**config.mk**
```make
export PLATFORM = sky130hd
export DESIGN_NAME = weight_mem_ctrl_flat
export DESIGN_NICKNAME = d
export VERILOG_FILES = /design/src/rtl/weight_mem_ctrl_if.sv /design/src/rtl/weight_mem_ctrl.sv /design/src/flat_wrapper.sv
export SDC_FILE = /design/constraint.sdc
export NUM_CORES = 1
export LEC_CHECK = 0
export BUFFER_PORTS_ARGS = -buffer_cell sky130_fd_sc_hd__buf_2
export CAP_MARGIN = 20
export CORE_MARGIN = 8
export CORE_UTILIZATION = 45
export CTS_BUF_LIST = sky130_fd_sc_hd__clkbuf_2 sky130_fd_sc_hd__clkbuf_4 sky130_fd_sc_hd__clkbuf_8
export CTS_CLUSTER_DIAMETER = 100
export DETAILED_ROUTE_END_ITERATION = 7
export PLACE_DENSITY_LB_ADDON = 0.25
export SYNTH_ARGS = -nofsm -noshare
export SYNTH_HDL_FRONTEND = slang
export SYNTH_SLANG_ARGS = --single-unit
```
**constraint.sdc**
```tcl
create_clock -name clk -period 2.3 [get_ports clk]
set_input_delay 0.46 -clock clk [delete_from_list [all_inputs] [get_ports clk]]
set_output_delay 0.46 -clock clk [all_outputs]
set_load 0.05 [all_outputs]
```
**src/rtl/weight_mem_ctrl_if.sv**
```systemverilog
// Bundle of load, run and memory-side signals for weight_mem_ctrl.
// slave is the controller view; master is the host / neuron-array view.
interface weight_mem_ctrl_if #(
  parameter int unsigned numNeuron    = 30,
  parameter int unsigned addressWidth = 10,
  parameter int unsigned dataWidth    = 16,
  parameter int unsigned neuronWidth  = 5
);
  logic                    ld_start;
  logic [neuronWidth-1:0]  ld_neuron;
  logic                    ld_valid;
  logic [dataWidth-1:0]    ld_data;
  logic                    ld_ready;
  logic                    ld_done;
  logic                    ld_err;
  logic                    run_start;
  logic                    run_stall;
  logic                    run_done;
  logic                    busy;
  logic [numNeuron-1:0]    wen;
  logic [addressWidth-1:0] wadd;
  logic [dataWidth-1:0]    win;
  logic                    ren;
  logic [addressWidth-1:0] radd;
  logic                    w_valid;
  logic                    w_last;

  modport slave (
    input  ld_start, ld_neuron, ld_valid, ld_data, run_start, run_stall,
    output ld_ready, ld_done, ld_err, run_done, busy, wen, wadd, win, ren, radd,
    output w_valid, w_last
  );

  modport master (
    output ld_start, ld_neuron, ld_valid, ld_data, run_start, run_stall,
    input  ld_ready, ld_done, ld_err, run_done, busy, wen, wadd, win, ren, radd,
    input  w_valid, w_last
  );
endinterface

```
**src/rtl/weight_mem_ctrl.sv**
```systemverilog
// Weight memory sequencer: loads one neuron's memory, or replays all addresses to the array.
// Define PRETRAINED_WEIGHTS_EN to remove the load path (weights built into the memories).
module weight_mem_ctrl #(
  parameter int unsigned numWeight    = 784,
  parameter int unsigned numNeuron    = 30,
  parameter int unsigned addressWidth = 10,
  parameter int unsigned dataWidth    = 16,
  parameter int unsigned neuronWidth  = 5
) (
  input logic               clk,
  input logic               rst,
  weight_mem_ctrl_if.slave  bus
);

  localparam logic [addressWidth-1:0] LastAddr = addressWidth'(numWeight - 1);

`ifdef PRETRAINED_WEIGHTS_EN
  typedef enum logic [1:0] {StIdle, StRun, StDrain} state_e;
`else
  typedef enum logic [1:0] {StIdle, StLoad, StRun, StDrain} state_e;
`endif

  state_e                  r_state, w_state_d;
  logic                    w_ld_ok, w_ld_bad;
  logic                    w_ld_ready, w_ren, w_busy;
  logic [addressWidth-1:0] w_radd, r_rcnt;
  logic                    r_w_valid, r_w_last, r_ld_err;

`ifdef PRETRAINED_WEIGHTS_EN
  assign w_ld_ok  = 1'b0;
  assign w_ld_bad = bus.ld_start;
`else
  localparam logic [neuronWidth:0] NeuronLim = (neuronWidth + 1)'(numNeuron);

  logic                    w_hs;
  logic [numNeuron-1:0]    w_onehot;
  logic [neuronWidth-1:0]  r_sel;
  logic [addressWidth-1:0] r_wcnt, r_wadd;
  logic [numNeuron-1:0]    r_wen;
  logic [dataWidth-1:0]    r_win;
  logic                    r_ld_done;

  // Out-of-range neurons are flagged in every state; only IDLE acts on a valid one.
  assign w_ld_ok  = bus.ld_start && ({1'b0, bus.ld_neuron} < NeuronLim);
  assign w_ld_bad = bus.ld_start && !w_ld_ok;
  assign w_hs     = bus.ld_valid && w_ld_ready;
  assign w_onehot = numNeuron'(1) << r_sel;
`endif

  always_ff @(posedge clk) begin
    if (rst) r_state <= StIdle;
    else     r_state <= w_state_d;
  end

  always_comb begin
    w_state_d = r_state;
    unique case (r_state)
      StIdle: begin
        if (w_ld_ok)            w_state_d = state_e'(1);
        else if (bus.run_start) w_state_d = StRun;
      end
`ifndef PRETRAINED_WEIGHTS_EN
      StLoad:  if (w_hs && (r_wcnt == LastAddr)) w_state_d = StIdle;
`endif
      StRun:   if (w_ren && (r_rcnt == LastAddr)) w_state_d = StDrain;
      StDrain: w_state_d = StIdle;
      default: w_state_d = StIdle;
    endcase
  end

  always_comb begin
    w_ld_ready = 1'b0;
    w_ren      = 1'b0;
    w_radd     = '0;
    w_busy     = (r_state != StIdle);
    unique case (r_state)
`ifndef PRETRAINED_WEIGHTS_EN
      StLoad: w_ld_ready = 1'b1;
`endif
      StRun: begin
        w_ren  = !bus.run_stall;
        w_radd = r_rcnt;
      end
      default: ;
    endcase
  end

  // Read side: w_valid/w_last trail the issued read by the memory's one-cycle latency.
  always_ff @(posedge clk) begin
    if (rst) begin
      r_rcnt    <= '0;
      r_w_valid <= 1'b0;
      r_w_last  <= 1'b0;
      r_ld_err  <= 1'b0;
    end else begin
      r_ld_err  <= w_ld_bad;
      r_w_valid <= w_ren;
      r_w_last  <= w_ren && (r_rcnt == LastAddr);
      if (r_state == StIdle && w_state_d == StRun) r_rcnt <= '0;
      else if (w_ren && (r_rcnt != LastAddr))      r_rcnt <= r_rcnt + 1'b1;
    end
  end

`ifndef PRETRAINED_WEIGHTS_EN
  always_ff @(posedge clk) begin
    if (rst) begin
      r_sel     <= '0;
      r_wcnt    <= '0;
      r_wen     <= '0;
      r_wadd    <= '0;
      r_win     <= '0;
      r_ld_done <= 1'b0;
    end else begin
      r_wen     <= w_hs ? w_onehot : '0;
      r_ld_done <= w_hs && (r_wcnt == LastAddr);
      if (w_hs) begin
        r_wadd <= r_wcnt;
        r_win  <= bus.ld_data;
      end
      if (r_state == StIdle && w_ld_ok) begin
        r_sel  <= bus.ld_neuron;
        r_wcnt <= '0;
      end else if (w_hs && (r_wcnt != LastAddr)) begin
        r_wcnt <= r_wcnt + 1'b1;
      end
    end
  end

  assign bus.wen      = r_wen;
  assign bus.wadd     = r_wadd;
  assign bus.win      = r_win;
  assign bus.ld_done  = r_ld_done;
  assign bus.ld_ready = w_ld_ready;
`else
  assign bus.wen      = '0;
  assign bus.wadd     = '0;
  assign bus.win      = '0;
  assign bus.ld_done  = 1'b0;
  assign bus.ld_ready = 1'b0;
`endif

  assign bus.ld_err   = r_ld_err;
  assign bus.busy     = w_busy;
  assign bus.ren      = w_ren;
  assign bus.radd     = w_radd;
  assign bus.w_valid  = r_w_valid;
  assign bus.w_last   = r_w_last;
  assign bus.run_done = r_w_last;

endmodule
```
**src/flat_wrapper.sv**
```systemverilog
// flat-port wrapper written by rule: the top's interface ports become plain ports
module weight_mem_ctrl_flat 
#(
  parameter int unsigned numWeight    = 784,
  parameter int unsigned numNeuron    = 30,
  parameter int unsigned addressWidth = 10,
  parameter int unsigned dataWidth    = 16,
  parameter int unsigned neuronWidth  = 5
)
  (clk, rst, bus_ld_start, bus_ld_neuron, bus_ld_valid, bus_ld_data, bus_run_start, bus_run_stall, bus_ld_ready, bus_ld_done, bus_ld_err, bus_run_done, bus_busy, bus_wen, bus_wadd, bus_win, bus_ren, bus_radd, bus_w_valid, bus_w_last);
  weight_mem_ctrl_if #(.numNeuron(numNeuron), .addressWidth(addressWidth), .dataWidth(dataWidth), .neuronWidth(neuronWidth)) bus_i ();
  input logic clk;
  input logic rst;
  input wire logic [$bits(bus_i.ld_start)-1:0] bus_ld_start;
  input wire logic [$bits(bus_i.ld_neuron)-1:0] bus_ld_neuron;
  input wire logic [$bits(bus_i.ld_valid)-1:0] bus_ld_valid;
  input wire logic [$bits(bus_i.ld_data)-1:0] bus_ld_data;
  input wire logic [$bits(bus_i.run_start)-1:0] bus_run_start;
  input wire logic [$bits(bus_i.run_stall)-1:0] bus_run_stall;
  output wire logic [$bits(bus_i.ld_ready)-1:0] bus_ld_ready;
  output wire logic [$bits(bus_i.ld_done)-1:0] bus_ld_done;
  output wire logic [$bits(bus_i.ld_err)-1:0] bus_ld_err;
  output wire logic [$bits(bus_i.run_done)-1:0] bus_run_done;
  output wire logic [$bits(bus_i.busy)-1:0] bus_busy;
  output wire logic [$bits(bus_i.wen)-1:0] bus_wen;
  output wire logic [$bits(bus_i.wadd)-1:0] bus_wadd;
  output wire logic [$bits(bus_i.win)-1:0] bus_win;
  output wire logic [$bits(bus_i.ren)-1:0] bus_ren;
  output wire logic [$bits(bus_i.radd)-1:0] bus_radd;
  output wire logic [$bits(bus_i.w_valid)-1:0] bus_w_valid;
  output wire logic [$bits(bus_i.w_last)-1:0] bus_w_last;
  assign bus_i.ld_start = bus_ld_start;
  assign bus_i.ld_neuron = bus_ld_neuron;
  assign bus_i.ld_valid = bus_ld_valid;
  assign bus_i.ld_data = bus_ld_data;
  assign bus_i.run_start = bus_run_start;
  assign bus_i.run_stall = bus_run_stall;
  assign bus_ld_ready = bus_i.ld_ready;
  assign bus_ld_done = bus_i.ld_done;
  assign bus_ld_err = bus_i.ld_err;
  assign bus_run_done = bus_i.run_done;
  assign bus_busy = bus_i.busy;
  assign bus_wen = bus_i.wen;
  assign bus_wadd = bus_i.wadd;
  assign bus_win = bus_i.win;
  assign bus_ren = bus_i.ren;
  assign bus_radd = bus_i.radd;
  assign bus_w_valid = bus_i.w_valid;
  assign bus_w_last = bus_i.w_last;
  weight_mem_ctrl #(.numWeight(numWeight), .numNeuron(numNeuron), .addressWidth(addressWidth), .dataWidth(dataWidth), .neuronWidth(neuronWidth)) u_core (.clk(clk), .rst(rst), .bus(bus_i));
endmodule
```
=== Word level (Yosys, flattened, before mapping) ===
Index checks and enable logic that the tools add are counted.

* Bits in registers: 87
* Input bits: 27
* Output and inout port bits: 74
* Word-level logic and storage cells: 48

* Add/subtract/negate cells: 2
* Magnitude comparators: 1
* Eq/ne operators: 8
* Shift operators: 1
* Muxes and demuxes: 8
* Bitwise operators: 1
* Reductions and logical operators: 16

{| class="wikitable"
|+ Operators by type and width
! kind !! count
|-
| 1-bit by 5-bit left shift with 30-bit output (first input constant) || 1
|-
| 10-bit by 1-bit adder with 10-bit output (second input constant) || 2
|-
| 10-bit equality test (second input constant) || 2
|-
| 10-bit inequality test (second input constant) || 2
|-
| 10-bit 2-to-1 mux || 1
|-
| 1-bit logical AND || 9
|-
| 2-bit 2-to-1 mux || 4
|-
| 2-bit one-hot mux with 4 select lines || 1
|-
| 2-bit equality test (second input constant) || 3
|-
| 2-bit OR reduction || 3
|-
| 5-bit < comparator (second input constant) || 1
|-
| 2-bit by 1-bit equality test with 1-bit output (second input constant) || 1
|-
| 1-bit zero test || 2
|-
| 2-bit zero test || 1
|-
| 1-bit 2-to-1 mux || 2
|-
| 2-bit nonzero test || 1
|-
| 1-bit NOT || 1
|}

=== Longest topological paths before layout ===
Gate-level depths: netlist of the first run.

* Depth in word-level cells: 9
* Depth in mapped cells: 6
* Gate-level depth less buffers: 5

=== Worst setup path after synthesis of the first run ===
Ideal clock, no wire load.

* Path type: in2reg
* From: input port bus_run_stall
* To: register u_core.r_rcnt[9]
* Data arrival time: 1.735 ns
* Slack: 0.495 ns
* Stages on the path: 5
* Path buffers: 0
* Path through: or3b_4 > clkinv_4 > o31ai_4 > or4_1 > a21oi_1

* Cells in the longest elaborated chain, start to end: 8
* Elaborated cells on any way between the ends: 9
* Those cells by class: eq/ne (1); mux (3); reduce/logical (5)

{| class="wikitable"
|+ RTL lines
! element !! line !! text
|-
| start, declared || flat_wrapper.sv:19 || <nowiki>input wire logic [$bits(bus_i.run_stall)-1:0] bus_run_stall;</nowiki>
|-
| 1-bit zero test (*) || weight_mem_ctrl.sv:81 || <nowiki>w_ren = !bus.run_stall;</nowiki>
|-
| 1-bit 2-to-1 mux (*) || weight_mem_ctrl.sv:76 || <nowiki>unique case (r_state)</nowiki>
|-
| via bus_ren || flat_wrapper.sv:28 || <nowiki>output wire logic [$bits(bus_i.ren)-1:0] bus_ren;</nowiki>
|-
| 1-bit logical AND || weight_mem_ctrl.sv:65 || <nowiki>StRun: if (w_ren && (r_rcnt == LastAddr)) w_state_d = StDrain;</nowiki>
|-
| 2-bit 2-to-1 mux || weight_mem_ctrl.sv:65 ||
|-
| 2-bit one-hot mux with 4 select lines || weight_mem_ctrl.sv:57 || <nowiki>unique case (r_state)</nowiki>
|-
| 2-bit equality test || weight_mem_ctrl.sv:99 || <nowiki>if (r_state == StIdle && w_state_d == StRun) r_rcnt <= '0;</nowiki>
|-
| 1-bit logical AND || weight_mem_ctrl.sv:99 ||
|-
| 2-bit OR reduction (no line) || -- ||
|-
| end signal, assigned || weight_mem_ctrl.sv:100 || <nowiki>else if (w_ren && (r_rcnt != LastAddr)) r_rcnt <= r_rcnt + 1'b1;</nowiki>
|-
| end, declared || weight_mem_ctrl.sv:26 || <nowiki>logic [addressWidth-1:0] w_radd, r_rcnt;</nowiki>
|}

The timed path passes the listed nets; every way through them passes the cells marked *.
A chain may end at the register's enable or synchronous reset.

=== Final worst setup path of the first run ===
* From: register u_core.r_state[1]
* To: output port bus_ren

* Cells in the longest elaborated chain, start to end: 2

{| class="wikitable"
|+ RTL lines
! element !! line !! text
|-
| start, declared || weight_mem_ctrl.sv:23 || <nowiki>state_e r_state, w_state_d;</nowiki>
|-
| start signal, assigned || weight_mem_ctrl.sv:51 || <nowiki>if (rst) r_state <= StIdle;</nowiki>
|-
| start signal, assigned || weight_mem_ctrl.sv:52 || <nowiki>else r_state <= w_state_d;</nowiki>
|-
| 2-bit equality test || weight_mem_ctrl.sv:76 ||
|-
| 1-bit 2-to-1 mux || weight_mem_ctrl.sv:76 ||
|-
| end, declared || flat_wrapper.sv:28 ||
|}

Every way passes these cells.

==> flow_summary.json, run 1 <==
{
  "fp.dieW_um": 100,
  "synth-main-ff-cell": "dfxtp_1",
  "ys_warn_count": 0,
  "final_layout_size_suffix_gt1_share_pct": 27.6,
  "synth_top_area_share_pct": 54.4,
  "place_congestion": 0.866,
  "num_rows": 30,
  "fin_setup_tns_ps": 0,
  "cts-root-buf": "clkbuf_8",
  "worstPathArrival_ps": 1650,
  "grt_pass1_wl_um": 12700,
  "hold_buffers": 0,
  "cts_tree": "done",
  "async_flop_share_pct": 0,
  "drt_iter0_markers": 103,
  "ys_ff_latch": 87,
  "grt_max_degree": 39,
  "wl_per_cell_um": 13.8,
  "antennaDiodeCount": 0,
  "grt_use_total_pct": 15.6,
  "die_y_um": 100,
  "multiInputGateArea_sq_um": 1370,
  "p_per_area_nw_per_um2": 732,
  "io_buffer_count": 100,
  "synth_edf_count": 0,
  "first_global_vias": 2587,
  "end_kind": "primary output",
  "path_clk_slew_ps": 90,
  "max_freq_ghz": 0.474,
  "ff_latch_area_sq_um": 1740,
  "antenna_found_initial": 1,
  "synth_area_sq_um": 3200,
  "vias": 2848,
  "syn_nets": 397,
  "drc": 0,
  "fin_crit_ps": 2110,
  "fill_cells": 654,
  "syn_to_final_growth_pct": 24.2,
  "cts_buffers": 9,
  "fin_skew_ps": 8.08,
  "relSlewSlack_pct": 60.0,
  "dr.pass1.iters": 4,
  "cp_data_required_time_ps": 1840,
  "cts.sink_count": 87,
  "p_leak_nw": 1.70,
  "fin_crit_sh_pct": 91.7,
  "rsz0062_at_grt": "no",
  "via_per_inst": 5.05,
  "synthTopCellsByArea": "dfxtp_1 54%, nand2_1 8.0%, nor2_1 6.6%, a21oi_1 5.2%, and2_1 2.3%",
  "core_area_sq_um": 6830,
  "gr-total-overflow": 0,
  "setup_viol": 0,
  "worstMarginPinSlew_ps": 596,
  "synthesis.instances": 368,
  "ir_drop_uv": 338,
  "hold_ws_ps": 333,
  "dieArea_sq_um": 10100,
  "critPathLaunchType": "flop",
  "synth_top_area_cell": "dfxtp_1",
  "drv_slew": 0,
  "nets": 492,
  "avgSynthCellArea_sq_um": 8.69,
  "worst-path-max-fanout": 9,
  "ctsLongestPathBuffers": 2,
  "synth_cell_types": 44,
  "postRouteAntennaNets": 0,
  "status": "complete, no violations",
  "dp_hpwl_um": 5680,
  "clk_latency_ps": 350,
  "wl_um": 7810,
  "htreeDepth": 3,
  "initial_core_util_pct": 46.8,
  "pin_count": 101,
  "worstSetupPathType": "flop to primary output",
  "ys_seq_area_share_pct": 54.4,
  "hp-class": "input port to flop",
  "drv_cap": 0,
  "postCtsSetupBuffers": 0,
  "final_hold_viol_count": 0
}
-- final timing paths --
kind / startpoint / to / slack [ps] / cells past startpoint
max: u_core.r_state[1] / bus_ren / 190 / 3
min: rst / u_core.bus.w_valid / 330 / 2
max reg2reg: u_core.r_state[1] / u_core.r_rcnt[9] / 450 / 5
min reg2reg: u_core.bus.wadd[7] / u_core.bus.wadd[7] / 450 / 2
-- critical path, stage by stage, from the launching register on --
cell	delay [ps]
dfxtp_1	470
or3b_4	470
clkinv_4	100
buf_2	270
-- timing repair --
action / in CTS / in global routing
endpoints found under the setup margin: 0 / 10
gates resized for setup: 0 / 1
endpoints found under the hold margin: 0 / 0
-- final cells by class --
cell class                      instances  share of cell area [%]
Clock buffer                            9                    3.12
Clock inverter                          7                    2.02
Inverter                                2                   0.315
Multi-Input combinational cell        260                    34.5
Sequential cell                        87                    43.8
Tap cell                               96                    3.02
Timing Repair Buffer                  103                    13.2
-- per-layer routing --
metal / track usage (%) / vias to the layer above / share of wire, %
met1: 19.4 / 1308 / 43
met4: 5.81 / 2 / 1.2
met3: 5.67 / 10 / 9.5
met2: 23.8 / 99 / 46
li1: - / 1429 / -
met5: 0 / - / 0.10
-- placed cells by master (no fill, tap or decap), types with 5 or more instances in the layout --
cell	n
a21oi_1	33
and2_1	12
buf_2	100
clkbuf_8	9
dfxtp_1	87
nand2_1	68
nand3_1	14
nand3b_1	6
nor2_1	56
nor3_1	11
xnor2_1	5
-- metrics by stage --
| stage | setup slack (ps) | util (%) | instances | area, sq um | power (mW) |
|---|---|---|---|---|---|
| after global placement | 346 | 55.1 | 548 | 3770 | 1.86 |
| after global routing | 111 | 58.2 | 564 | 3970 | 3.01 |
| after detailed placement | 323 | 55.1 | 548 | 3770 | 1.86 |
| after CTS | 80.1 | 58.1 | 564 | 3970 | 2.92 |
| final | 192 | 58.2 | 564 | 3970 | 2.91 |
| after floorplan | 495 | - | 368 | 3200 | 1.79 |
-- power breakdown --
part / total [mW] / internal (mW) / leakage, nW / switching, mW
Clock: 1.08 / 0.515 / 0.102 / 0.564
Combinational: 0.266 / 0.0775 / 0.891 / 0.189
Sequential: 1.56 / 1.53 / 0.703 / 0.0291
Total: 2.91 / 2.13 / 1.70 / 0.781
-- logic make-up (layout without fill, tap and decap cells) --
group / count (synthesis) / after routing / synth area share [%]
AO/OA/AOI/OAI: 49 / 49 / 9.19
XOR/XNOR: 8 / 8 / 2.19
adder cells (fa/ha/maj): 2 / 2 / 0.782
buffers and inverters: 21 / 121 / 2.78
flip-flops: 87 / 87 / 54.4
multiplexers: 4 / 4 / 1.25
AND/OR/NAND/NOR: 197 / 197 / 29.4
-- synth_stat cells, types with 2 or more instances --
master    count
and2_1       12
nand4_1       3
dfxtp_1      87
mux2i_1       4
o211ai_1      3
nand3_1      14
and3_1        3
clkbuf_1     16
and4_1        4
nand2_1      68
or3_1         3
xnor2_1       5
nor2_1       56
nor3_1       11
ha_1          2
nand2b_1      2
nor3b_1       2
or4_1         3
xor2_1        3
nand3b_1      6
or3b_2        2
a31oi_1       3
o21ai_0       3
a21oi_1      33
-- state kept, by name (all words and copies together) (netlist names), 2 cells and up --
signal           flops
u_core.bus.wen      30
u_core.bus.win      16
u_core.bus.wadd     10
u_core.r_rcnt       10
u_core.r_wcnt       10
u_core.r_sel         5
u_core.r_state       2
Power figures use the tool's default switching activity.
==> run 2, diff against run 1 <==
--- a/config.mk
+++ b/config.mk
@@ -8,7 +8,7 @@
 export BUFFER_PORTS_ARGS = -buffer_cell sky130_fd_sc_hd__buf_2
 export CAP_MARGIN = 20
 export CORE_MARGIN = 8
-export CORE_UTILIZATION = 45
+export CORE_UTILIZATION = 52
 export CTS_BUF_LIST = sky130_fd_sc_hd__clkbuf_2 sky130_fd_sc_hd__clkbuf_4 sky130_fd_sc_hd__clkbuf_8
 export CTS_CLUSTER_DIAMETER = 100
 export DETAILED_ROUTE_END_ITERATION = 7
==> run 2 against run 1 <==
Against the previous run:
- fmax rose by 2.6%
- power fell by 2.1%
- combinational power barely moved
- global-route usage up 0.55 points
- flip-flop and latch count unchanged
- clock skew rose by 0.99 ps
- critical path type unchanged
- first-iteration DRC count is 38% higher
- setup slack better by 54 ps
- final cell count fell by 3.5%
- die area fell by 11%
==> flow_summary.json, run 2 (synthesized netlist as in run 1, its figures left out) <==
{
  "critPathLaunchType": "flop",
  "worstPathArrival_ps": 1590,
  "ir_drop_uv": 372,
  "worstHoldStart": "bus_ld_data[11]",
  "status": "complete, no violations",
  "fin_setup_tns_ps": 0,
  "vias": 2772,
  "hp-class": "input port to flop",
  "via_per_inst": 5.10,
  "end_kind": "primary output",
  "cts_buffers": 9,
  "fin_crit_sh_pct": 89.3,
  "fill_cells": 519,
  "antenna_found_initial": 0,
  "first_global_vias": 2433,
  "path_clk_slew_ps": 80,
  "wl_per_cell_um": 13.7,
  "cts_tree": "done",
  "postRouteAntennaNets": 0,
  "hold_buffers": 0,
  "nets": 493,
  "ff_latch_area_sq_um": 1740,
  "die_y_um": 94.4,
  "relSlewSlack_pct": 63.5,
  "gr-total-overflow": 0,
  "initial_core_util_pct": 54.0,
  "drv_slew": 0,
  "dieArea_sq_um": 8920,
  "drc": 0,
  "drt_iter0_markers": 142,
  "worstSetupPathType": "flop to primary output",
  "p_per_area_nw_per_um2": 721,
  "layout_commonest_cell": "buf_2",
  "rsz0062_at_grt": "no",
  "grt_max_degree": 36,
  "worstMarginPinSlew_ps": 544,
  "cp_data_required_time_ps": 1840,
  "fp.dieW_um": 94.4,
  "max_freq_ghz": 0.487,
  "drv_cap": 0,
  "cts.sink_count": 87,
  "crit_end": "bus_radd[1]",
  "final_util_pct": 66.7,
  "wl_um": 7480,
  "setup_viol": 0,
  "io_buffer_count": 100,
  "largest_reg_flops": 30,
  "r2r-start": "u_core.r_state[1]",
  "grt_use_total_pct": 16.1,
  "dr.pass1.iters": 4,
  "startpoint": "u_core.r_state[1]",
  "rrSetupSlack_ps": 510,
  "htreeDepth": 3,
  "final_cell_mix": "100 x buf_2, 87 x dfxtp_1, 68 x nand2_1",
  "core_area_sq_um": 5920,
  "pin_count": 101,
  "p_leak_nw": 1.70,
  "grt_pass1_wl_um": 11600,
  "cts-root-buf": "clkbuf_8",
  "dp_hpwl_um": 5470,
  "multiInputGateArea_sq_um": 1370,
  "fin_crit_ps": 2050,
  "num_rows": 28,
  "clk_latency_ps": 340,
  "final_hold_viol_count": 0,
  "rr_endpoint": "u_core.r_rcnt[9]",
  "fin_skew_ps": 9.07,
  "place_congestion": 0.849,
  "antennaDiodeCount": 0,
  "worst-path-max-fanout": 10,
  "syn_to_final_growth_pct": 23.4,
  "final_layout_size_suffix_gt1_share_pct": 27.7,
  "ctsLongestPathBuffers": 2,
  "r2r_cells": 5
}
[run 2: through the flow]
step           worst slack (ps)  power (mW)  cells  cell area, sq um  hold WS [ps]
6_report                    246        2.85    544              3950           342
5_1_grt                     140        2.97    544              3950           325
4_1_cts                    61.2        2.87    544              3950           331
3_5_place_dp                436        1.86    528              3750           443
3_3_place_gp                450        1.86    528              3750           439
2_1_floorplan               495        1.79    368              3200           449
[run 2: cell type report]
cell class | count | share of cell area [%]
timing repair buffer | 104 | 13.4
inverter | 2 | 0.317
clock inverter | 3 | 0.634
clock buffer | 13 | 4.37
tap | 75 | 2.38
sequential | 87 | 44.1
multi-input combinational | 260 | 34.7
[run 2: how the worst min path moves through the flow]
stage,to,slack (ps),cells after the start
6_report,u_core.bus.win[11],340,3
5_1_grt,u_core.bus.win[13],330,3
4_1_cts,u_core.bus.win[11],330,3
3_5_place_dp,u_core.bus.wadd[2],440,2
3_3_place_gp,u_core.bus.win[0],440,2
2_1_floorplan,u_core.bus.wadd[9],450,2
[run 2: repair_timing]
action                                  CTS  global route
endpoints found under the hold margin     0             0
endpoints found under the setup margin    0            10
buffers inserted                          0             0
resized for setup                         0             1
[run 2: worst max-delay path, cell delays in order, from the launching register on]
cell     delay [ps]
dfxtp_1         440
nor2b_2         370
and2_1          180
buf_2           260
[run 2: routing by layer]
metal | global-route usage (%) | share of wire (%) | up-vias
li1 | - | - | 1430
met1 | 19.1 | 44 | 1253
met2 | 26.7 | 47 | 82
met3 | 4.60 | 7.8 | 7
met4 | 6.87 | 1.3 | 0
met5 | 0 | 0 | -
[run 2: power breakdown]
part / internal (mW) / switching (mW)
clock network: 0.500 / 0.519
registers: 1.53 / 0.0274
logic: 0.0791 / 0.188
